===== src/rtl/ram_arb_pkg.sv =====
// Shared types and helpers for the DDR2 local-interface arbiter.
package ram_arb_pkg;

    typedef enum logic [1:0] {IDLE, WR_BURST, RD_CMD} state_t;
    typedef enum logic {GNT_WR, GNT_RD} grant_t;

    localparam int SZ_MAX_W = 8;

    // A burst size of 0 is treated as a single beat.
    function automatic logic [SZ_MAX_W-1:0] eff_size(input logic [SZ_MAX_W-1:0] s);
        return (s == '0) ? SZ_MAX_W'(1) : s;
    endfunction

endpackage


===== src/rtl/ram_arb_rd_tracker.sv =====
// Outstanding read-beat counter: admits a read only if its beats fit under
// MAX_RD_OUT, adds accepted bursts and retires returned beats in one update.
module ram_arb_rd_tracker #(
    parameter int SIZE_W     = 3,
    parameter int MAX_RD_OUT = 16,
    parameter int CW         = $clog2(MAX_RD_OUT + 8)
) (
    input  logic              clk_i,
    input  logic              reset_i,
    input  logic              req_i,
    input  logic [SIZE_W-1:0] size_i,
    input  logic              inc_i,
    input  logic              dec_i,
    output logic              eligible_o
);

    localparam logic [CW:0] MAXW = (CW+1)'(MAX_RD_OUT);

    logic [CW-1:0] cnt_q, cnt_d;
    logic          dec_ok;

    assign eligible_o = req_i && (({1'b0, cnt_q} + (CW+1)'(size_i)) <= MAXW);

    // A stray return beat at zero is dropped rather than wrapping.
    assign dec_ok = dec_i && (inc_i || cnt_q != '0);

    always_comb begin
        cnt_d = cnt_q;
        if (inc_i)  cnt_d = cnt_d + CW'(size_i);
        if (dec_ok) cnt_d = cnt_d - CW'(1);
    end

    always_ff @(posedge clk_i) begin
        if (reset_i) begin
            cnt_q <= '0;
        end else begin
            assert (!(dec_i && !inc_i && cnt_q == '0));
            cnt_q <= cnt_d;
        end
    end

endmodule


===== src/rtl/ram_local_arbiter.sv =====
// Two-client arbiter (write-only DAQ, read-only readout) for the DDR2 local
// interface. Optional performance counters: define RAM_ARB_PERF_CNT_EN.
module ram_local_arbiter
    import ram_arb_pkg::*;
#(
    parameter int ADDR_W     = 25,
    parameter int DATA_W     = 32,
    parameter int BE_W       = 4,
    parameter int SIZE_W     = 3,
    parameter int MAX_RD_OUT = 16
) (
    input  logic              phy_clk,
    input  logic              reset,
    input  logic              local_init_done,
    input  logic              wr_req,
    input  logic [ADDR_W-1:0] wr_addr,
    input  logic [SIZE_W-1:0] wr_size,
    input  logic [DATA_W-1:0] wr_data,
    input  logic [BE_W-1:0]   wr_be,
    output logic              wr_ready,
    input  logic              rd_req,
    input  logic [ADDR_W-1:0] rd_addr,
    input  logic [SIZE_W-1:0] rd_size,
    output logic              rd_ready,
    output logic [DATA_W-1:0] rd_data,
    output logic              rd_valid,
    output logic [ADDR_W-1:0] local_address,
    output logic [SIZE_W-1:0] local_size,
    output logic [DATA_W-1:0] local_wdata,
    output logic [BE_W-1:0]   local_be,
    output logic              local_burstbegin,
    output logic              local_write_req,
    output logic              local_read_req,
    input  logic              local_ready,
    input  logic [DATA_W-1:0] local_rdata,
    input  logic              local_rdata_valid,
    output logic [31:0]       perf_wr_beats,
    output logic [31:0]       perf_rd_beats,
    output logic [31:0]       perf_stall_cycles
);

    state_t            state_q, state_d;
    grant_t            last_q, last_d;
    logic [SIZE_W-1:0] beats_q, beats_d;
    logic              first_q, first_d;
    logic [SIZE_W-1:0] wr_eff, rd_eff;
    logic              rd_elig, rd_inc;

    assign wr_eff = SIZE_W'(eff_size(SZ_MAX_W'(wr_size)));
    assign rd_eff = SIZE_W'(eff_size(SZ_MAX_W'(rd_size)));

    assign rd_data  = local_rdata;
    assign rd_valid = local_rdata_valid;

    ram_arb_rd_tracker #(
        .SIZE_W     (SIZE_W),
        .MAX_RD_OUT (MAX_RD_OUT)
    ) u_trk (
        .clk_i      (phy_clk),
        .reset_i    (reset),
        .req_i      (rd_req),
        .size_i     (rd_eff),
        .inc_i      (rd_inc),
        .dec_i      (local_rdata_valid),
        .eligible_o (rd_elig)
    );

    always_comb begin
        state_d          = state_q;
        last_d           = last_q;
        beats_d          = beats_q;
        first_d          = first_q;
        local_address    = '0;
        local_size       = '0;
        local_wdata      = '0;
        local_be         = '0;
        local_burstbegin = 1'b0;
        local_write_req  = 1'b0;
        local_read_req   = 1'b0;
        wr_ready         = 1'b0;
        rd_ready         = 1'b0;
        rd_inc           = 1'b0;
        case (state_q)
            IDLE: begin
                if (local_init_done) begin
                    // On a tie the port that did not win last time goes first.
                    if (wr_req && (!rd_elig || last_q == GNT_RD)) begin
                        state_d = WR_BURST;
                        last_d  = GNT_WR;
                        beats_d = wr_eff;
                        first_d = 1'b1;
                    end else if (rd_elig) begin
                        state_d = RD_CMD;
                        last_d  = GNT_RD;
                    end
                end
            end
            WR_BURST: begin
                local_write_req  = wr_req;
                local_address    = wr_addr;
                local_size       = wr_size;
                local_wdata      = wr_data;
                local_be         = wr_be;
                local_burstbegin = first_q && wr_req;
                wr_ready         = wr_req && local_ready;
                if (wr_ready) begin
                    first_d = 1'b0;
                    beats_d = beats_q - SIZE_W'(1);
                    if (beats_q == SIZE_W'(1)) state_d = IDLE;
                end
            end
            RD_CMD: begin
                local_read_req   = 1'b1;
                local_burstbegin = 1'b1;
                local_address    = rd_addr;
                local_size       = rd_size;
                rd_ready         = local_ready;
                if (local_ready) begin
                    rd_inc  = 1'b1;
                    state_d = IDLE;
                end
            end
            default: state_d = IDLE;
        endcase
    end

    always_ff @(posedge phy_clk) begin
        if (reset) begin
            state_q <= IDLE;
            last_q  <= GNT_RD;
            beats_q <= '0;
            first_q <= 1'b0;
        end else begin
            state_q <= state_d;
            last_q  <= last_d;
            beats_q <= beats_d;
            first_q <= first_d;
        end
    end

`ifdef RAM_ARB_PERF_CNT_EN
    logic [31:0] pwr_q, prd_q, pst_q;

    always_ff @(posedge phy_clk) begin
        if (reset) begin
            pwr_q <= '0;
            prd_q <= '0;
            pst_q <= '0;
        end else begin
            if (wr_ready)          pwr_q <= pwr_q + 32'd1;
            if (local_rdata_valid) prd_q <= prd_q + 32'd1;
            if ((local_write_req || local_read_req) && !local_ready)
                pst_q <= pst_q + 32'd1;
        end
    end

    assign perf_wr_beats     = pwr_q;
    assign perf_rd_beats     = prd_q;
    assign perf_stall_cycles = pst_q;
`else
    assign perf_wr_beats     = '0;
    assign perf_rd_beats     = '0;
    assign perf_stall_cycles = '0;
`endif

endmodule


===== config.mk =====
export PLATFORM = sky130hd
export DESIGN_NAME = ram_local_arbiter
export DESIGN_NICKNAME = d
export VERILOG_FILES = /design/src/rtl/ram_arb_pkg.sv /design/src/rtl/ram_arb_rd_tracker.sv /design/src/rtl/ram_local_arbiter.sv
export SDC_FILE = /design/constraint.sdc
export NUM_CORES = 1
export LEC_CHECK = 0
export CELL_PAD_IN_SITES_DETAIL_PLACEMENT = 0
export CELL_PAD_IN_SITES_GLOBAL_PLACEMENT = 1
export CORE_UTILIZATION = 15
export CTS_CLUSTER_DIAMETER = 30
export CTS_CLUSTER_SIZE = 24
export DETAILED_ROUTE_END_ITERATION = 7
export GPL_ROUTABILITY_DRIVEN = 1
export GPL_TIMING_DRIVEN = 0
export PLACE_DENSITY_LB_ADDON = 0.25
export SLEW_MARGIN = 30
export SYNTH_ARGS = -nofsm -noshare
export SYNTH_HDL_FRONTEND = slang
export SYNTH_SLANG_ARGS = --single-unit

===== constraint.sdc =====
create_clock -name phy_clk -period 2.6 [get_ports phy_clk]
set_input_delay 0.26 -clock phy_clk [delete_from_list [all_inputs] [get_ports phy_clk]]
set_output_delay 0.26 -clock phy_clk [all_outputs]
set_load 0.05 [all_outputs]

# Yosys cells after proc, flatten, opt, wreduce, memory -nomap -nowiden
# Cells that the tools add are included.
[totals]
register_bits = 12
input_bits = 131
output_inout_bits = 198
wordCells = 68
[classes]
add_sub_neg = 4
n_lt_le_gt_ge = 1
n_eq_ne = 9
n_mux = 32
reduce_logical = 17
[op_table]
columns = ["cell", "count"]
rows = [
  ["case mux 25 bit (2 select lines)", 1],
  ["two-way mux 32 bit", 1],
  ["two-way mux 3 bit", 5],
  ["two-way mux 2 bit", 6],
  ["case mux 3 bit (2 select lines)", 2],
  ["two-way mux 1 bit", 11],
  ["two-way mux 5 bit", 2],
  ["!= test 2 bit, second input constant", 5],
  ["adder 5 x 3 -> 6 bit", 1],
  ["less-or-equal comparator 6 x 5 -> 1 bit, second input constant", 1],
  ["zero test 3 bit", 2],
  ["case mux 2 bit (3 select lines)", 1],
  ["adder 5 x 3 -> 5 bit", 1],
  ["logical AND 1 bit", 5],
  ["AND reduction 5 bit", 1],
  ["nonzero test 5 bit", 1],
  ["subtractor 5 x 1 -> 5 bit, second input constant", 1],
  ["two-way mux 4 bit", 1],
  ["case mux 1 bit (2 select lines)", 2],
  ["AND reduction 4 bit", 1],
  ["nonzero test 2 bit", 2],
  ["== test 3 x 1 -> 1 bit, second input constant", 1],
  ["!= test 3 bit, second input constant", 1],
  ["AND reduction 3 bit", 1],
  ["6 further kinds", 7],
]

# Longest topological paths before layout
[logic_depth]
ltp_word = 11
mapped_depth = 10
ltp_nobuf = 10

# Hierarchy
# From an unflattened synthesis, not the netlist that was laid out.
[unflattened]
hier_cells = 354
area_unflattened_um2 = 2633.8
[by_module_without_submodules]
columns = ["mod", "instances", "cells_per_inst", "area_per_inst_um2", "seq_area_each_um2"]
rows = [
  ["ram_local_arbiter", 1, 303, 2170.8, 140.1],
  ["ram_arb_rd_tracker", 1, 51, 462.9, 100.1],
]

# Worst setup path before layout
# No wires, ideal clock.
[synth_timing]
kind = "register -> output"
from = "reg state_q[0]"
to = "out local_address[12]"
t_arrival_ps = 2349
t_required_ps = 2340
path_slack_ps = -9
stages_incl_launch_ff = 7
path_cell_list = "dfxtp_1 -> inv_1 -> ha_1 -> clkbuf_1 -> clkbuf_1 -> a22oi_1 -> nor2b_1"
[synth_via]
elab_chain_len = 2
elab_cells_between_ends = 3
classes_between = "eq/ne (2); mux (1)"
[synth_rtl]
columns = ["item", "line", "text"]
rows = [
  ["start, declared", "ram_local_arbiter.sv:42", "state_t state_q, state_d;"],
  ["start signal, assigned", "ram_local_arbiter.sv:134", "state_q <= state_d;"],
  ["== test 2 bit or == test 2 x 1 -> 1 bit (tied branches)", "ram_local_arbiter.sv:83", "case (state_q)"],
  ["case mux 25 bit (2 select lines) (*)", "ram_local_arbiter.sv:83", ""],
  ["end, declared", "ram_local_arbiter.sv:27", "output logic [ADDR_W-1:0] local_address,"],
]
# Every way passes the cells marked *; elsewhere a longest branch is shown, timed or not.

# Worst setup path in the final report
[layout_timing]
from = "reg u_trk.cnt_q[0]"
to = "reg state_q[1]"
[layout_via]
elab_chain_len = 9
elab_cells_between_ends = 11
classes_between = "add/sub (1); order compare (1); eq/ne (1); mux (3); reduce/logical (5)"
[layout_rtl]
columns = ["item", "line", "text"]
rows = [
  ["start, declared", "ram_arb_rd_tracker.sv:19", "logic [CW-1:0] cnt_q, cnt_d;"],
  ["start signal, assigned", "ram_arb_rd_tracker.sv:38", "cnt_q <= cnt_d;"],
  ["adder 5 x 3 -> 6 bit (*)", "ram_arb_rd_tracker.sv:22", "assign eligible_o = req_i && (({1'b0, cnt_q} + (CW+1)'(size_i)) <= MAXW);"],
  ["less-or-equal comparator 6 x 5 -> 1 bit (*)", "ram_arb_rd_tracker.sv:22", ""],
  ["logical AND 1 bit (*)", "ram_arb_rd_tracker.sv:22", ""],
  ["zero test 1 bit", "ram_local_arbiter.sv:87", "if (wr_req && (!rd_elig || last_q == GNT_RD)) begin"],
  ["logical OR 1 bit", "ram_local_arbiter.sv:87", ""],
  ["logical AND 1 bit", "ram_local_arbiter.sv:87", ""],
  ["two-way mux 2 bit", "ram_local_arbiter.sv:87", ""],
  ["two-way mux 2 bit", "ram_local_arbiter.sv:85", "if (local_init_done) begin"],
  ["case mux 2 bit (3 select lines)", "ram_local_arbiter.sv:83", ""],
]
# Every way passes the cells marked *; elsewhere a longest branch is shown, timed or not. The select of a mux whose other input is x is not followed.
# A chain may end at the register's enable or synchronous reset.

==> metrics.md <==
| Metric | Value |
|---|---|
| Area of the multi-input gates | `0.00175 mm^2` |
| GRT Residual Overflow | `0` |
| Vias per cell | `3.53` |
| I/O pins | `329` |
| Sequential-to-total area share from yosys stat | `9.05%` |
| Critical-path cell list | `ha_2, inv_1, fa_1, or3b_4, a211oi_2, a211oi_2, o21a_1, o21a_1, a2111oi_2` |
| WP data required | `2.74 ns` |
| P&R area growth vs syn | `99.4%` |
| Hold_ws | `0.465 ns` |
| Worst-path clk slew | `0.05 ns` |
| CP Launch Point | `u_trk.cnt_q[0]` |
| Hold WC Path Type | `reg -> reg` |
| First-pass GRT wire length | `15.2 mm` |
| Mean Syn Cell Area | `7.33 um^2` |
| Yosys reg bits | `12` |
| Period utilization | `95.2%` |
| GRT Total Usage | `10.6%` |
| Filler cells | `1883` |
| DRC violation total after the first TritonRoute iteration | `71` |
| Die Footprint | `0.0182 mm^2` |
| Reg area | `241 um^2` |
| RSZ-0062 raised after global routing | `no` |
| CP max stage delay | `0.49 ns` |
| IO Port Bufs | `199` |
| CP bufs+invs | `1` |
| Most frequent cells in the layout | `buf_4, clkdlybuf4s50_1, conb_1` |
| Skew-Pair Late Insertion Delay | `0.24 ns` |
| CP max-delay cell | `fa_1` |
| Slew HR | `63.4%` |
| Crit Path Max Fanout | `4` |
| Status | `finished clean` |
| Final setup viols | `0` |
| Synthesized netlist cell count | `362` |
| CTS Root Cell | `clkbuf_16` |
| Final core utilization | `30.6%` |
| Die Y | `135 um` |
| CTS H-tree lvls | `1` |
| CTS max path bufs | `2` |
| Power per cell area | `755 mW/mm^2` |
| Post-synthesis cell area | `0.00266 mm^2` |
| DRC Markers | `0` |
| Vias in the first global route | `2936` |
| Dominant cells by area after synthesis | `buf_4, dfxtp_1, and2_1, a22oi_1, nor2b_1` |
| WL per Instance | `11.9 um` |
| Die width | `135 um` |
| RR Endpoint | `state_q[1]` |
| CTS buffer count | `3` |
| Initial antenna violation count | `0` |
| Fin Clk Skew | `0.00552 ns` |
| Final wirelength | `10.6 mm` |
| Post-detail-place hpwl | `9.25 mm` |
| Effective utilization at floorplan | `15.4%` |
| Largest area contributor in the netlist | `buf_4` |
| EDFF count, synth | `0` |
| Startpoint types | `flip-flop` |
| Share of the synthesized area in the top cell type | `36.5%` |
| Most common cell after layout, fill and taps aside | `buf_4` |
| Fmax | `0.404 GHz` |
| Inserted Diodes | `0` |
| Core Box Area | `0.0173 mm^2` |
| Max-slew violations | `0` |
| Final number of hold-violating endpoints | `0` |
| Crit-path leading delay family | `compound AO/OA/AOI/OAI gates` |
| Max-cap viol count | `0` |
| Synth Flop Type | `dfxtp_1` |
| Worst r2r src | `u_trk.cnt_q[0]` |
| Leak | `2.54 nW` |
| R2r setup slk | `0.13 ns` |
| Syn. warnings | `0` |
| Worst slew pin tran | `0.547 ns` |
| CTS tree | `built` |
| Final Wtd Congestion | `0.801` |
| Netlist cell types | `49` |
| CP endpoint | `state_q[1]` |
| Worst r2r path cells | `9` |
| Post-route ant nets | `0` |
| Vias | `3142` |
| Drt first pass iters | `4` |
| Worst setup path category | `reg -> reg` |
| CTS Hold Buffers Added | `0` |
| Crit. path cell count | `9` |
| Layout cells sized above 1 | `32.2%` |
| WP data arrival | `2.62 ns` |
| Period minus WS final | `2.47 ns` |
| Largest net degree at the start of global routing | `11` |
| Async S/R FF share, synth | `0%` |
| Core Rows | `48` |
| Max VDD drop | `0.280 mV` |
| Nets@finish | `807` |
| CTS sink cnt | `12` |
| Crit path capture type | `flip-flop` |
==> Yosys cell counts, drive strengths merged, types with 2 or more instances <==
master    n
buf     131
a41o      2
a21oi     9
o21a      2
nand3     4
o31a      2
nor4b     2
and2     37
nor2b    31
nand4     2
a211oi    4
nor2     11
o21bai    2
xnor2     5
o31ai     2
and3      2
mux2i     3
o21ai     3
a22oi    28
clkbuf   15
dfxtp    12
nand2b    3
xor2      2
inv      13
ha        9
nand2     8
==> cells by family after synthesis <==
logic type,synth area share (%)
and+or+nand+nor,23.7
adders and majority gates,5.00
buffers and inverters,40.8
other,0.141
muxes,1.13
AOI/OAI and AO/OA,18.0
xor gates and xnor gates,2.31
DFF,9.05
==> registers in the layout, summed over array words and instances, names as in the netlist <==
| name | count |
|---|---|
| u_trk.cnt_q | 5 |
| first_q | 1 |
| beats_q | 3 |
| last_q | 1 |
| state_q | 2 |
==> repair_timing <==
action	4_1_cts	5_1_grt
buffers inserted	5	0
endpoints found under the setup margin	74	64
pin swaps	10	5
cloned	0	0
hold endpoints to repair	0	0
gates resized for setup	115	84
==> cell type report <==
type / instances / area share (%)
multi-input combinational: 286 / 33.0
inverter: 13 / 0.922
buffer: 146 / 19.7
sequential: 12 / 4.56
clock buffer: 3 / 1.42
timing repair buffer: 204 / 35.1
tap: 225 / 5.32
==> power breakdown <==
group / total, W / leakage, nW / internal (W) / switching (W)
Sequential: 0.000357 / 0.0992 / 0.000268 / 0.0000889
Combinational: 0.00335 / 2.40 / 0.00122 / 0.00213
Clock: 0.000289 / 0.0370 / 0.000201 / 0.0000879
==> worst min path at each step <==
stage | slack (ns) | to | depth (start not counted) | start
floorplan | 0.33 | state_q[1] | 1 | reset
global placement | 0.45 | last_q | 1 | last_q
detailed placement | 0.46 | last_q | 1 | last_q
CTS | 0.47 | last_q | 1 | last_q
global route | 0.50 | last_q | 1 | last_q
finish | 0.47 | last_q | 1 | last_q
==> per-stage QoR <==
stage	power, W	cell area (um^2)	TNS, ns	instances	setup WS [ns]
floorplan	0.00279	3030	0	457	0.0598
global placement	0.00372	5310	-18.50	881	-0.706
detailed placement	0.00373	5310	-18.62	881	-0.732
CTS	0.00402	5400	0	889	0.00218
global route	0.00429	5290	0	889	0.000191
finish	0.00400	5290	0	889	0.125
==> layer usage <==
layer / global-route usage (%) / vias up / routed length, um / share of wire (%)
li1: - / 1587 / - / -
met1: 11.8 / 1389 / 3920 / 37
met2: 20.8 / 157 / 5790 / 55
met3: 1.95 / 9 / 747 / 7.1
met4: 1.81 / 0 / 100 / 0.95
met5: 0 / - / 0 / 0
(Power assumes the default switching activity.)
==> patch (same settings) <==
Add a define of `RAM_ARB_PERF_CNT_EN`.
--- a/src/rtl/ram_local_arbiter.sv
+++ b/src/rtl/ram_local_arbiter.sv
@@ -1,5 +1,7 @@
 // Two-client arbiter (write-only DAQ, read-only readout) for the DDR2 local
 // interface. Optional performance counters: define RAM_ARB_PERF_CNT_EN.
+`define RAM_ARB_PERF_CNT_EN
+
 module ram_local_arbiter
     import ram_arb_pkg::*;
 #(
Formal check against the unedited RTL: not equivalent (a bounded check fails within 4 cycles, from zero or initial values and one cycle with reset high).
==> patch against the unedited design <==
- final cell count up 80%
- routed wire length up 110%
- critical path depth unchanged
- setup slack worse by 0.085 ns
- clock power rose to 4.9 times the old value
- sequential cell count rose by 96
- core utilization is 5.5 points lower
- total power increased by 28%
- area after synthesis up 130%
- global-route usage down 0.18 points
- count of clock-buffer cells in the layout increased by 7
- sequential power grew to 5.0 times the old value
- cell area rose by 89%
- synthesized cell count rose by 110%
- largest cell class is now multi-input gates
- largest power group unchanged
==> patch: results <==
set metrics [dict create \
    ys_types 50 \
    max-vdd-ir-drop_mv 0.411 \
    n_fill_cell 4450 \
    grt_pass1_wl_um 33900 \
    finalWeightedCongestion 0.745 \
    clk_pin_slew_ns 0.08 \
    grt_use_met2 0.180 \
    synthAdderAreaFrac 0.0281 \
    drive_gt1_frac 0.162 \
    drt_iter0_markers 198 \
    numCtsBuffers 9 \
    via_per_inst 3.84 \
    synth_seq_area_share 0.357 \
    max_stage_delay_ns 0.41 \
    slowest_stage "fa_2" \
    dp.cells 1568 \
    use_met1 0.129 \
    h-tree-depth 3 \
    avgSynthCellArea_um2 8.10 \
    fin_skew_ns 0.0101 \
    status "finished, final reports clean" \
    cp.arrival_ns 2.81 \
    grt_pass1_vias 5928 \
    grt_max_degree 20 \
    io_buffers 295 \
    synth_common_cells "114 x nor2_1, 108 x dfxtp_1, 66 x xor2_1, 48 x nand2_1, 43 x and2_1" \
    synth-xor-area-share 0.132 \
    p_leak_nw 3.74 \
    dp_hpwl_um 17000 \
]
[patch: cell count changes after synthesis, moves of 26 or more]
cell / change
nor2_1: +103
dfxtp_1: +96
buf_4: -94
xor2_1: +64
nand2_1: +40
nand4_1: +27
nand3_1: +26
[patch: per-stage QoR]
stage                     power [mW]   util  setup TNS [ns]
final                           5.12  0.251               0
after global routing            5.44  0.251         -0.0466
after CTS                       5.17  0.251               0
after detailed placement        3.63  0.243          -38.43
after global placement          3.63  0.243          -39.64
after floorplan                 3.00      -               0
[patch: cell type report]
cell class	count	area, um^2	area share
multi-input cells	553	3580	0.358
repair buffers	307	2810	0.281
flip-flops and latches	108	2160	0.217
well taps	525	657	0.0658
plain buffers	72	430	0.0431
clock buffers	10	239	0.0239
inverters	15	56.3	0.00564
clock inverters	6	55.1	0.00551
[patch: cell families (layout without fill, tap and decap cells)]
group / Yosys count / after routing
XOR/XNOR: 91 / 91
adder cells (fa/ha/maj): 13 / 13
buffers and inverters: 87 / 410
flip-flops: 108 / 108
AO/OA/AOI/OAI: 82 / 82
AND/OR/NAND/NOR: 362 / 362
multiplexers: 5 / 5
[patch: worst paths after layout]
kind | from | slack, ns | end
worst max-delay path | u_trk.cnt_q[0] | 0.04 | beats_q[1]
worst max register to register | u_trk.cnt_q[0] | 0.04 | beats_q[1]
worst min register to register | perf_wr_beats[31] | 0.49 | perf_wr_beats[31]
worst min-delay path | local_ready | 0.37 | perf_stall_cycles[1]
[patch: routing by layer]
metal	vias up	wire length [um]
met1	2824	9930
met3	7	1270
met5	-	0
li1	3133	-
met2	159	10700
met4	0	136
[patch: power groups by stage]
stage	logic (mW)	clock network, mW	registers (mW)
after floorplan	1.19	0	1.82
after global placement	1.82	0	1.81
after detailed placement	1.82	0	1.81
after CTS	1.88	1.51	1.78
after global routing	2.07	1.57	1.79
final	1.92	1.42	1.78
[patch: repair_timing]
item                                    4_1_cts  5_1_grt
gates resized for setup                     270       72
setup buffers                                 9        3
pin swaps                                     7       12
endpoints found under the setup margin       81       82
hold buffers                                  0        0
[patch: worst reg2reg max path, delay by kind of cell, from the launching register on]
kind	cells	cell delay (ns)
mux	1	0.30
xor+xnor	1	0.16
compound gates	3	0.84
flops	1	0.36
buf+inv	1	0.04
fa+ha+maj	2	0.55
simple gates	1	0.21
